File: config.mk
export PLATFORM = sky130hd
export DESIGN_NAME = id_ex_stage
export DESIGN_NICKNAME = d
export VERILOG_FILES = /design/src/rtl/id_ex_stage.sv
export SDC_FILE = /design/constraint.sdc
export NUM_CORES = 1
export LEC_CHECK = 0
export CAP_MARGIN = 25
export CORE_ASPECT_RATIO = 0.5
export CORE_UTILIZATION = 30
export CTS_CLUSTER_SIZE = 24
export DETAILED_ROUTE_END_ITERATION = 7
export HOLD_SLACK_MARGIN = 0.15
export PLACE_DENSITY = 0.64
export SETUP_SLACK_MARGIN = 0.02
export SLEW_MARGIN = 20
export SYNTH_ARGS = -nofsm -noshare
export SYNTH_HDL_FRONTEND = slang
export SYNTH_SLANG_ARGS = --single-unit
File: constraint.sdc
create_clock -name clk_i -period 4.6 [get_ports clk_i]
set_input_delay 0.69 -clock clk_i [delete_from_list [all_inputs] [get_ports clk_i]]
set_output_delay 0.69 -clock clk_i [all_outputs]
set_load 0.02 [all_outputs]
File: src/rtl/id_ex_stage.sv
// ID/EX pipeline register with the EX-side forwarding-select and load-use
// hazard logic. Data fields are carried bit-exact; nothing is computed on them.
module id_ex_stage #(
    parameter int DATA_W = 32,
    parameter int REG_AW = 5
) (
    input  logic              clk_i,
    input  logic              rst_i,
    input  logic              stall_i,
    input  logic              flush_i,
    input  logic [DATA_W-1:0] id_pc_i,
    input  logic [DATA_W-1:0] id_rs_data_i,
    input  logic [DATA_W-1:0] id_rt_data_i,
    input  logic [DATA_W-1:0] id_imm_i,
    input  logic [REG_AW-1:0] id_rs_addr_i,
    input  logic [REG_AW-1:0] id_rt_addr_i,
    input  logic [REG_AW-1:0] id_rd_addr_i,
    input  logic [7:0]        id_ctrl_i,
    input  logic              exmem_reg_write_i,
    input  logic [REG_AW-1:0] exmem_rd_i,
    input  logic              memwb_reg_write_i,
    input  logic [REG_AW-1:0] memwb_rd_i,
    output logic [DATA_W-1:0] ex_pc_o,
    output logic [DATA_W-1:0] ex_rs_data_o,
    output logic [DATA_W-1:0] ex_rt_data_o,
    output logic [DATA_W-1:0] ex_imm_o,
    output logic [REG_AW-1:0] ex_rs_addr_o,
    output logic [REG_AW-1:0] ex_rt_addr_o,
    output logic [REG_AW-1:0] ex_rd_addr_o,
    output logic [7:0]        ex_ctrl_o,
    output logic              ex_valid_o,
    output logic [1:0]        fwd_a_o,
    output logic [1:0]        fwd_b_o,
    output logic              hazard_o
);

    // Bit 2 of the control word marks a load (mem_read).
    localparam int CTRL_MEM_READ = 2;

    logic [DATA_W-1:0] pc_q, pc_d;
    logic [DATA_W-1:0] rs_data_q, rs_data_d;
    logic [DATA_W-1:0] rt_data_q, rt_data_d;
    logic [DATA_W-1:0] imm_q, imm_d;
    logic [REG_AW-1:0] rs_addr_q, rs_addr_d;
    logic [REG_AW-1:0] rt_addr_q, rt_addr_d;
    logic [REG_AW-1:0] rd_addr_q, rd_addr_d;
    logic [7:0]        ctrl_q, ctrl_d;
    logic              valid_q, valid_d;
    logic              hazard;

    // Forwarding select for one EX source register: EX/MEM beats MEM/WB,
    // register 0 is never forwarded, so 2'b11 cannot occur.
    function automatic logic [1:0] fwd_sel(input logic [REG_AW-1:0] src);
        logic [1:0] sel;
        sel = 2'b00;
        if (exmem_reg_write_i && (exmem_rd_i != '0) && (exmem_rd_i == src))
            sel = 2'b10;
        else if (memwb_reg_write_i && (memwb_rd_i != '0) && (memwb_rd_i == src))
            sel = 2'b01;
        return sel;
    endfunction

    // Load-use hazard: a load in EX whose target is read by the ID instruction.
    always_comb begin
        hazard = ctrl_q[CTRL_MEM_READ]
               & (rt_addr_q != '0)
               & ((rt_addr_q == id_rs_addr_i) | (rt_addr_q == id_rt_addr_i));
    end

    // Next-state: flush > stall > hazard bubble > normal load.
    always_comb begin
        pc_d      = pc_q;
        rs_data_d = rs_data_q;
        rt_data_d = rt_data_q;
        imm_d     = imm_q;
        rs_addr_d = rs_addr_q;
        rt_addr_d = rt_addr_q;
        rd_addr_d = rd_addr_q;
        ctrl_d    = ctrl_q;
        valid_d   = valid_q;
        if (flush_i || (!stall_i && hazard)) begin
            pc_d      = '0;
            rs_data_d = '0;
            rt_data_d = '0;
            imm_d     = '0;
            rs_addr_d = '0;
            rt_addr_d = '0;
            rd_addr_d = '0;
            ctrl_d    = '0;
            valid_d   = 1'b0;
        end else if (!stall_i) begin
            pc_d      = id_pc_i;
            rs_data_d = id_rs_data_i;
            rt_data_d = id_rt_data_i;
            imm_d     = id_imm_i;
            rs_addr_d = id_rs_addr_i;
            rt_addr_d = id_rt_addr_i;
            rd_addr_d = id_rd_addr_i;
            ctrl_d    = id_ctrl_i;
            valid_d   = 1'b1;
        end
    end

    // EX register bank; reset discards any in-flight instruction.
    always_ff @(posedge clk_i or posedge rst_i) begin
        if (rst_i) begin
            pc_q      <= '0;
            rs_data_q <= '0;
            rt_data_q <= '0;
            imm_q     <= '0;
            rs_addr_q <= '0;
            rt_addr_q <= '0;
            rd_addr_q <= '0;
            ctrl_q    <= '0;
            valid_q   <= 1'b0;
        end else begin
            pc_q      <= pc_d;
            rs_data_q <= rs_data_d;
            rt_data_q <= rt_data_d;
            imm_q     <= imm_d;
            rs_addr_q <= rs_addr_d;
            rt_addr_q <= rt_addr_d;
            rd_addr_q <= rd_addr_d;
            ctrl_q    <= ctrl_d;
            valid_q   <= valid_d;
        end
    end

    // Output mapping and forwarding selects.
    always_comb begin
        ex_pc_o      = pc_q;
        ex_rs_data_o = rs_data_q;
        ex_rt_data_o = rt_data_q;
        ex_imm_o     = imm_q;
        ex_rs_addr_o = rs_addr_q;
        ex_rt_addr_o = rt_addr_q;
        ex_rd_addr_o = rd_addr_q;
        ex_ctrl_o    = ctrl_q;
        ex_valid_o   = valid_q;
        hazard_o     = hazard;
        fwd_a_o      = fwd_sel(rs_addr_q);
        fwd_b_o      = fwd_sel(rt_addr_q);
    end

endmodule
==> results list <==
- Status: complete, no violations
* Tcrit/Tclk final: 84.0%
- The number of hold buffers added after CTS was 0.
- After clock tree synthesis, the clock-pin slew on the worst setup and hold paths is 0.06 ns.
* Yosys warning count: 0
- Number of cells on the worst hold path: 2
- Hold endpoint: ex_pc_o[16]
* Type of origin of the critical path: input port
* Row count: 41
* Number of DRC markers after the initial detailed-route iteration: 720
- Clock Tree Buf Depth: 2
* Power Internal: 2.89 mW
- Reg2Reg Capture Point: ex_imm_o[12]
* Starting utilization of the core area: 30.6%
- Global routing used 19.8% of the available tracks.
- Area Growth Syn to Fin: 52.1%
- Areal power density over the cells: 356 nW/um2
- The clock network is responsible for 34.5% of the overall power.
- Via density per instance: 5.27
* Worst reg2reg path startpoint: ex_rt_addr_o[2]
- Between clock sinks in the finished design, the worst skew comes to 0.00932 ns.
- The critical path is of the in2out type.
* Net switching power: 1.30 mW
- Summed over all layers, the routed wires come to 26900 um.
- Detailed-route wire length per cell: 18.3 um
- At the worst endpoint, the required time is 3.91 ns.
- CTS Buf Count: 17
- In this run the tightest slew margin relative to its limit is 39.0%.
* Number of inserted diodes: 0
- The biggest area contributor in the post-synthesis netlist is dfrtp_1.
- CTS tree: done
- Flip-flop and latch count after synthesis: 152
* Post-route standard cell area excluding fillers: 11800 um2
- Data arrives at the worst endpoint at 3.17 ns.
- The floorplan step set the die height to 115 um.
- The initial antenna violation count was 0.
- A synthesized cell averages 8.99 um2.
* Placer congestion estimate: 0.780
- After legalization and detailed placement, the total HPWL measured 17400 um.
- Entering global routing, the biggest net connects 153 pins.
* Total count of hold-check failures in the final report: 0
* Gate Count Post-Synth: 859
- The share of synthesized area in the top cell type comes to 49.2%.
* Min-Delay Path Class: reg2reg
* Register-to-register path setup slack: 1.85 ns
- CORE AREA: 25200 um2
* Worst-case hold slack: 0.493 ns
- The first global-routing pass estimated 41500 um of wire.
- During placement, the flow inserted port buffers numbering 323.
- Max-slew violation count: 0
* Switching power as a share of total power: 31.0%
- During I/O placement, the number of pins put on the boundary was 324.
- The share of the Yosys chip area taken by registers is 49.2%.
* Setup TNS: 0 ns
- Clock net sink count: 152
- After layout, the minimum clock period comes to 3.86 ns.
- Syn Std Cell Area: 7720 um2
- Syn nets: 1026
- Sequential fraction of design power: 38.0%
- The worst hold path begins at ex_pc_o[16].
- Setup violations remaining at the end of the flow were counted as 0.
- Die ar.: 26400 um2
* Total chip power: 4.18 mW
- Number of H-tree branching levels: 4
- Number of buffers inserted to repair setup after CTS: 0
- Leakage component of the power: 4.49 nW
- The final route contains 7755 vias.
* Sort of element at the end of the critical path: primary output
- Number of global-route vias before repair: 7231
- The worst register-to-register path has a depth of 7.
- For the pin with the worst max-slew slack, the measured transition is 0.915 ns.
* Largest voltage drop on the vdd net: 0.000208 V
- Counting distinct cell types in the post-synthesis netlist gives 23.
- In this run the cell area measured after placement is 11100 um2.
- Global route total overflow: 0
* Gates resized, CTS repair: 0
- Clock tree synthesis selected as its root buffer the cell clkbuf_16.
- The floorplan step set the die width to 229 um.
* Cells taking the most area after synthesis: dfrtp_1 (49%), nand2_1 (11%), o221ai_1 (8.8%), a32oi_1 (7.1%), nand3_1 (5.3%)
- Number of nets still failing antenna checks after routing: 0
* Later-pin clock latency in the skew report: 0.43 ns
- After the last flow step, the layout net total stands at 1282.
- Combinational cells account for 27.5% of the total power.
- Across the run, the number of max-cap violations was 0.
* DRC violations left: 0
* Unrepaired setup endpoints after global routing: false
* Iteration count of the initial detailed-routing pass: 5
- Max Freq: 259 MHz
* Layout cells sized above 1: 4.52%
- Top fanout value on the critical path: 3
placed cells by master (no fill, tap or decap):
cell type and count:
clkdlybuf4s50_1 321, nand2_1 226, dfrtp_1 152, nand3_1 82
o221ai_1 78, o21ai_0 65, a32oi_1 63, clkbuf_16 17
xnor2_1 16, xor2_1 14, inv_1 11, nor3_1 10
o41ai_1 10, buf_4 10, nor2_1 6, or4_1 5
a21oi_1 5, a22oi_1 5, clkbuf_8 5, nor4_1 4
clkinvlp_4 3, clkbuf_1 3, clkinv_2 3, buf_16 3
bufinv_16 2, buf_12 2, o22ai_4 1, nor2_4 1
o21ai_4 1, nor2b_1 1, nor2b_4 1, a221oi_2 1
buf_6 1
worst max path at each step:
stage                             start         end  slack, ns  cells after the start
after detailed placement  exmem_rd_i[2]  fwd_b_o[0]       0.80                      6
after global routing      exmem_rd_i[2]  fwd_b_o[0]       0.63                      6
after global placement    exmem_rd_i[2]  fwd_a_o[0]       0.90                      6
final                     exmem_rd_i[2]  fwd_b_o[0]       0.74                      6
after CTS                 exmem_rd_i[2]  fwd_b_o[0]       0.77                      6
after floorplan           exmem_rd_i[1]  fwd_a_o[0]       1.60                      4
logic make-up (layout without fill, tap and decap cells):
family                    Yosys count  in the layout  share of synthesized area [%]
AOI/OAI and AO/OA                 229            229                           22.6
xor gates and xnor gates           30             30                           3.40
buffers and inverters             112            381                           6.49
DFF                               152            152                           49.2
and+or+nand+nor                   336            336                           18.3
registers in the layout, summed over array words and instances, names as in the netlist, 5 cells and up:
signal and flops:
ex_rt_addr_o 5, ex_rs_data_o 32, ex_ctrl_o 8, ex_rt_data_o 32
ex_imm_o 32, ex_pc_o 32, ex_rd_addr_o 5, ex_rs_addr_o 5
power groups by stage:
| stage | Clock [mW] | Combinational (mW) | Sequential [mW] |
|---|---|---|---|
| 2_1_floorplan | 0 | 0.397 | 1.77 |
| 3_3_place_gp | 0 | 1.12 | 1.61 |
| 3_5_place_dp | 0 | 1.15 | 1.61 |
| 4_1_cts | 1.48 | 1.15 | 1.59 |
| 5_1_grt | 1.54 | 1.23 | 1.61 |
| 6_report | 1.44 | 1.15 | 1.59 |
layout make-up:
class                   count  area [um2]
inverters                  12        48.8
well taps                 344         430
multi-input cells         595        3450
clock inverters             7        90.1
flip-flops and latches    152        3800
repair buffers            337        3420
fillers                  2433       13500
clock buffers              25         505
Yosys cell counts:
library cell	number
a32oi_1	63
xnor2_1	16
or4_1	5
a21oi_1	5
buf_2	17
nor3_1	10
o221ai_1	78
o21ai_0	65
dfrtp_1	152
nand2_1	226
nor2_1	7
a22oi_1	5
buf_6	8
o41ai_1	10
xor2_1	14
clkbuf_1	75
o22ai_2	1
nor4_1	4
inv_1	12
o21ai_2	1
nand3_1	82
nor2b_1	2
a221oi_2	1
stage by stage:
| stage | util [%] | cells | worst slack [ns] |
|---|---|---|---|
| after floorplan | - | 859 | 1.60 |
| after global routing | 46.6 | 1472 | 0.632 |
| final | 46.6 | 1472 | 0.736 |
| after CTS | 46.4 | 1471 | 0.767 |
| after global placement | 43.9 | 1437 | 0.901 |
| after detailed placement | 44.1 | 1439 | 0.798 |
worst max-delay path: stages:
cell	delay, ns
clkdlybuf4s50_1	0.50
or4_1	0.53
o21ai_0	0.27
nor4_1	0.15
nor4_1	0.36
clkdlybuf4s50_1	0.67
layer usage:
layer,vias to the layer above,global-route usage (%),wire length [um]
li1,3665,-,-
met1,3809,26.1,11600
met2,235,32.6,13600
met3,46,3.91,1120
met4,0,7.42,629
met5,-,0,0
Power figures use the tool's default switching activity.
